<file path="config.mk">
export PLATFORM = sky130hd
export DESIGN_NAME = fetch_stage_flat
export DESIGN_NICKNAME = d
export VERILOG_FILES = /design/src/rtl/cpu_pkg.sv /design/src/rtl/fetch_stage_if.sv /design/src/rtl/if_id_reg.sv /design/src/rtl/fetch_stage.sv /design/src/flat_wrapper.sv
export SDC_FILE = /design/constraint.sdc
export NUM_CORES = 1
export LEC_CHECK = 0
export CORE_UTILIZATION = 30
export CTS_CLUSTER_DIAMETER = 30
export DETAILED_ROUTE_END_ITERATION = 7
export PLACE_DENSITY = 0.63
export SLEW_MARGIN = 20
export SYNTH_ARGS = -nofsm -noshare
export SYNTH_HDL_FRONTEND = slang
export SYNTH_HIERARCHICAL = 1
export SYNTH_SLANG_ARGS = --single-unit
</file>
<file path="constraint.sdc">
create_clock -name clk -period 2.09 [get_ports clk]
set_input_delay 0.418 -clock clk [delete_from_list [all_inputs] [get_ports clk]]
set_output_delay 0.418 -clock clk [all_outputs]
set_load 0.01 [all_outputs]
</file>
<file path="src/rtl/cpu_pkg.sv">
`default_nettype none
// ============================================================================
// Module      : cpu_pkg
// Description : Shared constants, fetch FSM states and IF/ID record type.
// Revision    : 1.0 - initial release
// ============================================================================
package cpu_pkg;

    localparam logic [31:0] RESET_VECTOR = 32'hBFC0_0000;
    localparam logic [31:0] NOP_INSTR    = 32'h0000_0000;

    localparam logic [1:0] ST_BOOT = 2'd0;
    localparam logic [1:0] ST_RUN  = 2'd1;
    localparam logic [1:0] ST_HALT = 2'd2;

    typedef enum logic [1:0] {
        BOOT = ST_BOOT,
        RUN  = ST_RUN,
        HALT = ST_HALT
    } fetch_state_t;

    typedef struct packed {
        logic        valid;
        logic [31:0] instr;
        logic [31:0] pc;
        logic [31:0] pc_plus4;
    } if_id_t;

    function automatic if_id_t if_id_bubble();
        if_id_t b;
        b.valid    = 1'b0;
        b.instr    = NOP_INSTR;
        b.pc       = 32'h0000_0000;
        b.pc_plus4 = 32'h0000_0000;
        return b;
    endfunction

endpackage
`default_nettype wire

</file>
<file path="src/rtl/fetch_stage_if.sv">
`default_nettype none
// ============================================================================
// Module      : fetch_stage_if
// Description : Control, instruction-memory and IF/ID bundle of the fetch stage.
// Revision    : 1.0 - initial release
// ============================================================================
interface fetch_stage_if;

    logic        stall;
    logic        flush;
    logic        redirect_valid;
    logic [31:0] redirect_pc;
    logic [31:0] imem_addr;
    logic [31:0] imem_rdata;
    logic        id_valid;
    logic [31:0] id_instr;
    logic [5:0]  id_opcode;
    logic [4:0]  id_branch_type;
    logic [31:0] id_pc;
    logic [31:0] id_pc_plus4;
    logic        fault;
    logic [31:0] fetch_count;

    modport master (
        input  stall, flush, redirect_valid, redirect_pc, imem_rdata,
        output imem_addr, id_valid, id_instr, id_opcode, id_branch_type,
               id_pc, id_pc_plus4, fault, fetch_count
    );

    modport slave (
        output stall, flush, redirect_valid, redirect_pc, imem_rdata,
        input  imem_addr, id_valid, id_instr, id_opcode, id_branch_type,
               id_pc, id_pc_plus4, fault, fetch_count
    );

endinterface
`default_nettype wire

</file>
<file path="src/rtl/if_id_reg.sv">
`default_nettype none
// ============================================================================
// Module      : if_id_reg
// Description : IF/ID pipeline register with load, bubble and hold controls.
// Revision    : 1.0 - initial release
// ============================================================================
module if_id_reg
    import cpu_pkg::*;
(
    input  wire logic   clk,
    input  wire logic   rst,
    input  wire logic   load,
    input  wire logic   bubble,
    input  wire if_id_t d,
    output if_id_t      q
);

    if_id_t r_q;

    // Bubble beats load; neither asserted means hold.
    always_ff @(posedge clk) begin
        if (rst) begin
            r_q <= if_id_bubble();
        end else if (bubble) begin
            r_q <= if_id_bubble();
        end else if (load) begin
            r_q <= d;
        end
    end

    assign q = r_q;

endmodule
`default_nettype wire

</file>
<file path="src/rtl/fetch_stage.sv">
`default_nettype none
// ============================================================================
// Module      : fetch_stage
// Description : Instruction fetch: PC, boot/run/halt control, IF/ID register.
// Revision    : 1.0 - initial release
// ============================================================================
module fetch_stage
    import cpu_pkg::*;
(
    input  wire logic     clk,
    input  wire logic     rst,
    fetch_stage_if.master bus
);

    fetch_state_t r_state;
    fetch_state_t w_state_next;

    logic [31:0] r_pc;
    logic [31:0] w_pc_next;
    logic [31:0] w_pc_plus4;
    logic        r_fault;
    logic        w_fault_set;
    logic [31:0] r_fetch_count;
    logic        w_count_inc;
    logic        w_load;
    logic        w_bubble;
    if_id_t      w_if_id_d;
    if_id_t      w_if_id_q;

    assign w_pc_plus4 = r_pc + 32'd4;

    always_ff @(posedge clk) begin
        if (rst) begin
            r_state <= BOOT;
        end else begin
            r_state <= w_state_next;
        end
    end

    always_comb begin
        w_state_next = r_state;
        w_pc_next    = r_pc;
        w_load       = 1'b0;
        w_bubble     = 1'b0;
        w_fault_set  = 1'b0;
        w_count_inc  = 1'b0;
        case (r_state)
            BOOT: begin
                w_bubble     = 1'b1;
                w_state_next = RUN;
            end
            RUN: begin
                if (bus.redirect_valid) begin
                    w_bubble = 1'b1;
                    // A misaligned target is unrecoverable without a reset.
                    if (bus.redirect_pc[1:0] == 2'b00) begin
                        w_pc_next = bus.redirect_pc;
                    end else begin
                        w_fault_set  = 1'b1;
                        w_state_next = HALT;
                    end
                end else if (bus.flush) begin
                    w_bubble  = 1'b1;
                    w_pc_next = bus.stall ? r_pc : w_pc_plus4;
                end else if (!bus.stall) begin
                    w_load      = 1'b1;
                    w_pc_next   = w_pc_plus4;
                    w_count_inc = 1'b1;
                end
            end
            HALT: begin
                w_bubble = 1'b1;
            end
            default: begin
                w_bubble     = 1'b1;
                w_state_next = HALT;
            end
        endcase
    end

    always_ff @(posedge clk) begin
        if (rst) begin
            r_pc          <= RESET_VECTOR;
            r_fault       <= 1'b0;
            r_fetch_count <= 32'd0;
        end else begin
            r_pc <= w_pc_next;
            if (w_fault_set) begin
                r_fault <= 1'b1;
            end
            if (w_count_inc) begin
                r_fetch_count <= r_fetch_count + 32'd1;
            end
        end
    end

    always_comb begin
        w_if_id_d.valid    = 1'b1;
        w_if_id_d.instr    = bus.imem_rdata;
        w_if_id_d.pc       = r_pc;
        w_if_id_d.pc_plus4 = w_pc_plus4;
    end

    if_id_reg u_if_id_reg (
        .clk    (clk),
        .rst    (rst),
        .load   (w_load),
        .bubble (w_bubble),
        .d      (w_if_id_d),
        .q      (w_if_id_q)
    );

    assign bus.imem_addr      = r_pc;
    assign bus.id_valid       = w_if_id_q.valid;
    assign bus.id_instr       = w_if_id_q.instr;
    assign bus.id_opcode      = w_if_id_q.instr[31:26];
    assign bus.id_branch_type = w_if_id_q.instr[20:16];
    assign bus.id_pc          = w_if_id_q.pc;
    assign bus.id_pc_plus4    = w_if_id_q.pc_plus4;
    assign bus.fault          = r_fault;
    assign bus.fetch_count    = r_fetch_count;

endmodule
`default_nettype wire

</file>
<file path="src/flat_wrapper.sv">
// flat-port wrapper written by rule: the top's interface ports become plain ports
module fetch_stage_flat import cpu_pkg::*;
  (clk, rst, bus_stall, bus_flush, bus_redirect_valid, bus_redirect_pc, bus_imem_rdata, bus_imem_addr, bus_id_valid, bus_id_instr, bus_id_opcode, bus_id_branch_type, bus_id_pc, bus_id_pc_plus4, bus_fault, bus_fetch_count);
  fetch_stage_if bus_i ();
  input  wire logic clk;
  input  wire logic rst;
  input wire logic [$bits(bus_i.stall)-1:0] bus_stall;
  input wire logic [$bits(bus_i.flush)-1:0] bus_flush;
  input wire logic [$bits(bus_i.redirect_valid)-1:0] bus_redirect_valid;
  input wire logic [$bits(bus_i.redirect_pc)-1:0] bus_redirect_pc;
  input wire logic [$bits(bus_i.imem_rdata)-1:0] bus_imem_rdata;
  output wire logic [$bits(bus_i.imem_addr)-1:0] bus_imem_addr;
  output wire logic [$bits(bus_i.id_valid)-1:0] bus_id_valid;
  output wire logic [$bits(bus_i.id_instr)-1:0] bus_id_instr;
  output wire logic [$bits(bus_i.id_opcode)-1:0] bus_id_opcode;
  output wire logic [$bits(bus_i.id_branch_type)-1:0] bus_id_branch_type;
  output wire logic [$bits(bus_i.id_pc)-1:0] bus_id_pc;
  output wire logic [$bits(bus_i.id_pc_plus4)-1:0] bus_id_pc_plus4;
  output wire logic [$bits(bus_i.fault)-1:0] bus_fault;
  output wire logic [$bits(bus_i.fetch_count)-1:0] bus_fetch_count;
  assign bus_i.stall = bus_stall;
  assign bus_i.flush = bus_flush;
  assign bus_i.redirect_valid = bus_redirect_valid;
  assign bus_i.redirect_pc = bus_redirect_pc;
  assign bus_i.imem_rdata = bus_imem_rdata;
  assign bus_imem_addr = bus_i.imem_addr;
  assign bus_id_valid = bus_i.id_valid;
  assign bus_id_instr = bus_i.id_instr;
  assign bus_id_opcode = bus_i.id_opcode;
  assign bus_id_branch_type = bus_i.id_branch_type;
  assign bus_id_pc = bus_i.id_pc;
  assign bus_id_pc_plus4 = bus_i.id_pc_plus4;
  assign bus_fault = bus_i.fault;
  assign bus_fetch_count = bus_i.fetch_count;
  fetch_stage u_core (.clk(clk), .rst(rst), .bus(bus_i));
endmodule
</file>
Yosys cells after proc, flatten, opt, wreduce, memory -nomap -nowiden
Cells that the tools add are included.
W data, S select, Z words.
{"block": "totals", "register_bits": 164, "in_bits": 69, "elab_cells": 38}
{"block": "classes", "addsub": 2, "eq_ne": 6, "muxes": 16, "bitwise": 1, "reduce_logical": 5}
{"operator": "$mux W32", "count": 3}
{"operator": "$add A32 B1 Y32 const B", "count": 1}
{"operator": "$add A32 B3 Y32 const B", "count": 1}
{"operator": "$mux W1", "count": 10}
{"operator": "$pmux W2 S3", "count": 1}
{"operator": "$reduce_and A3 Y1", "count": 2}
{"operator": "$logic_not A2 Y1", "count": 2}
{"operator": "$mux W2", "count": 2}
{"operator": "$ne A2 B1 Y1 const B", "count": 2}
{"operator": "$ne A2 B2 Y1 const B", "count": 2}
{"operator": "$eq A2 B1 Y1 const B", "count": 1}
{"operator": "$eq A2 B2 Y1 const B", "count": 1}
{"operator": "$reduce_or A2 Y1", "count": 1}
{"operator": "$not A1 Y1", "count": 1}

Logic depth before layout (Yosys ltp)
{"block": "depth", "ltp_word": 4, "mapped_depth": 9}

By module
The synthesis kept the hierarchy.
{"module": "fetch_stage", "instances": 1, "cells_per_inst": 527, "area_each_um2": 4095.2, "seq_area_each_um2": 1341.3}
{"module": "if_id_reg", "instances": 1, "cells_per_inst": 314, "area_each_um2": 3444.6, "seq_area_each_um2": 1941.9}

Worst setup path after synthesis
Ideal clock, no wire load.
{"block": "synth_timing", "kind": "register -> register", "startpoint": "register u_core.r_pc[2] (netlist: u_core/bus.imem_addr[2])", "endpoint": "register u_core.r_pc[26] (netlist: u_core/bus.imem_addr[26])", "setup_ns": 0.116, "arrival_time_ns": 2.144, "required_ns": 1.974, "slack_ns": -0.170, "path_stages_with_launch": 7, "n_path_buf": 0, "path_cell_list": "dfxtp_1 -> ha_1 -> nand3_1 -> nor4_1 -> nand4_1 -> or4b_1 -> a31o_2"}
{"block": "synth_via", "elab_chain_cells": 3}
{"element": "start, declared", "line": "fetch_stage.sv:18", "text": "logic [31:0] r_pc;"}
{"element": "start signal, assigned", "line": "fetch_stage.sv:87", "text": "r_pc <= w_pc_next;"}
{"element": "$add A32 B3 Y32", "line": "fetch_stage.sv:30", "text": "assign w_pc_plus4 = r_pc + 32'd4;"}
{"element": "$mux W32", "line": "fetch_stage.sv:64, fetch_stage.sv:65"}
{"element": "$mux W32", "line": "fetch_stage.sv:53", "text": "if (bus.redirect_valid) begin"}
Every way passes these cells. The select of a mux whose other input is x is not followed.
A chain may end at the register's enable or synchronous reset.

Worst setup path in the final report
{"block": "layout_timing", "startpoint": "register u_core.r_pc[17] (netlist: u_core/bus.imem_addr[17])", "endpoint": "register u_core.r_pc[28] (netlist: u_core/bus.imem_addr[28])"}
The elaborated chain is that of the path after synthesis.

==> results.cfg <==
[outcome]
outcome = completed

[critical_path]
worstPathRequired_ns = 2.41
cp-start-kind = register
crit_arrival_ns = 2.33
end_kind = register
worstSetupPathType = register to register
critPathMaxFanout = 3

[die]
coreArea_mm2 = 0.0245
io_pins = 242
die_y_um = 161
die_w_um = 161
die-area_mm2 = 0.0258
rows = 57
initial_utilization_pct = 30.8

[logic_synthesis]
synthTopCellsByArea = dfxtp_1 44%, mux2i_1 13%, nor2_1 7.4%, xnor2_1 3.5%, nand3_1 2.4%
ys_ff_latch = 164
synth_xor_area_share_pct = 5.46
synthAdderAreaFrac_pct = 0.332
synth_area_leader_cell = dfxtp_1
yosys.area.top_type_share_pct = 43.5
yosysWarnings = 6
ys_seq_area_share_pct = 43.5
synth_mux_area_share_pct = 13.3
syn_nets = 912
synth_cell_types = 57
yosysMostFrequentCell = dfxtp_1
synth_edf_count = 0
synthTopCellsByCount = 164 x dfxtp_1, 148 x nor2_1, 100 x mux2i_1
synth-simple-area-share_pct = 22.7
async_flop_share_pct = 0
syn_avg_cell_area_um2 = 8.97
synth_compound_area_share_pct = 8.76
ys.flop_type = dfxtp_1
syn_inst = 841
synth_top_family_by_area = simple AND/OR/NAND/NOR gates
netlist_area_mm2 = 0.00754

[route]
drc = 0
vias = 7193
final_antenna_net_count = 0
drt_wl_total_um = 24100
dr.pass1.iters = 5
wl_per_cell_um = 16.1
routed_via_density = 4.82
drt_iter0_markers = 426

[global_route]
antenna_found_initial = 2
grt.total_usage_pct = 18.7
grt_pass1_vias = 6769
grt_pass1_wl_um = 37900
grt_max_degree = 62
grt_overflow = 0

[clock_tree]
cts.htree.levels = 4
cts_sinks = 164
cts_tree = done
insertion_delay_ns = 0.43
cts_buffers = 17
clock_path_buffers = 2
clockRootBuffer = clkbuf_16
clk_pin_slew_ns = 0.07

[pwr]
p_per_area_mw_per_mm2 = 614
leakage_uw = 0.00407
ir_drop_mv = 0.470

[sta]
finalMaxSlewViolations = 0
setup_viol = 0
max_freq_mhz = 499
worstMarginPinSlew_ns = 0.631
min_period_over_period_pct = 95.9
finClkSkew_ns = 0.0147
slew_headroom_pct = 58.0
hold_violations = 0
fin_crit_ns = 2.00

[placed_design]
dp_hpwl_um = 18000
portBuffers = 241
dpl_cell_area_mm2 = 0.0110
globalplace.congestion = 0.872

[cells_and_area]
final_nets = 1224
fillers = 2322
finish.instance_area_mm2 = 0.0117
area_growth_pct = 54.8
utilization_pct = 47.7
drive_gt1_share_pct = 16.0

[hold_path]
worstHoldPathType = input port to register

[run]
cap_violations = 0
==> per-layer routing <==
layer / vias up / GRT usage (%) / part of all wire [%]
li1: 3570 / - / -
met2: 235 / 30.0 / 46
met1: 3366 / 24.8 / 47
met4: 2 / 4.46 / 1.0
met3: 20 / 4.88 / 6.6
met5: - / 0 / 0.054
==> sequential cells by signal (all words and copies together), names as in the netlist <==
register                cells
u_core/u_if_id_reg/q       97
u_core/r_state              2
u_core/bus.fetch_count     32
u_core/bus.imem_addr       32
u_core/bus.fault            1
==> what timing repair did <==
item / CTS / global route
buffers inserted: 0 / 1
hold buffers: 0 / 0
gates resized for setup: 2 / 8
endpoints found under the setup margin: 2 / 21
==> cell families (layout without fill, tap and decap cells) <==
| group | Yosys count | in the layout |
|---|---|---|
| xor+xnor | 47 | 47 |
| other cells | 1 | 2 |
| buf+inv | 81 | 406 |
| fa+ha+maj | 2 | 2 |
| mux | 100 | 100 |
| compound gates | 103 | 103 |
| simple gates | 343 | 343 |
| flops | 164 | 164 |
==> worst max-delay path, cell delays in order (launching register included) <==
cell	delay, ns
dfxtp_1	0.35
nand3_1	0.19
nor4_2	0.33
buf_4	0.17
nand4_1	0.14
or4b_1	0.50
a31o_2	0.21
==> cell usage in the layout, fill, tap and decap left out, types with 4 or more instances in the layout <==
cell / n
a21o_1: 6
o21ai_0: 27
o31ai_1: 5
nor2_1: 146
nand3_1: 35
and3_1: 15
xnor2_1: 30
inv_1: 10
a31o_2: 4
nor3_1: 17
nor2b_1: 4
or3_1: 10
nand2b_1: 4
nor4_1: 8
and4_1: 8
clkdlybuf4s50_1: 239
a32o_1: 6
clkbuf_16: 17
a31oi_1: 8
inv_6: 6
or4_1: 4
dfxtp_1: 157
mux2i_1: 100
a21oi_1: 26
nand2_1: 36
buf_12: 12
nand4_1: 26
xor2_1: 17
a22o_1: 4
buf_4: 111
dfxtp_2: 7
==> final timing paths <==
kind                                           endpoint  slack, ns  depth (start not counted)                             startpoint
setup / recovery  u_core/bus.imem_addr[28]$_SDFFE_PP1P_       0.09                          6  u_core/bus.imem_addr[17]$_SDFFE_PP0P_
hold / removal            u_core/bus.fault$_SDFFE_PP0P_       0.42                          2                                    rst
hold reg to reg   u_core/u_if_id_reg/q[18]$_SDFFE_PP0P_       0.49                          2  u_core/u_if_id_reg/q[18]$_SDFFE_PP0P_
setup reg to reg  u_core/bus.imem_addr[28]$_SDFFE_PP1P_       0.09                          6  u_core/bus.imem_addr[17]$_SDFFE_PP0P_
==> area by class of cell <==
cell class	count	area, um2	area share (%)
Multi-Input combinational cell	596	3860	33.0
Timing Repair Buffer	364	3480	29.8
Sequential cell	164	3290	28.2
Clock buffer	18	439	3.76
Tap cell	324	405	3.47
Clock inverter	14	163	1.39
Inverter	10	37.5	0.322
Antenna cell	1	2.50	0.0214
==> where the power goes <==
group	switching [uW]	leakage, uW	total (uW)	internal, uW
sequential	39.4	0.00132	3200	3160
clock	1420	0.000289	3250	1830
combinational	335	0.00246	713	379
total	1790	0.00407	7160	5370
==> stage by stage <==
stage | hold WS, ns | power, uW | setup WS [ns] | setup TNS [ns] | instances
2_1_floorplan | 0.483 | 3590 | -0.00891 | -0.0169 | 841
3_3_place_gp | 0.450 | 3980 | -0.348 | -37.15 | 1457
3_5_place_dp | 0.478 | 3980 | -0.394 | -42.43 | 1457
4_1_cts | 0.399 | 7260 | 0.0408 | 0 | 1489
5_1_grt | 0.431 | 7460 | -0.00749 | -0.00990 | 1490
6_report | 0.418 | 7160 | 0.0851 | 0 | 1491
Power figures use the tool's default switching activity.
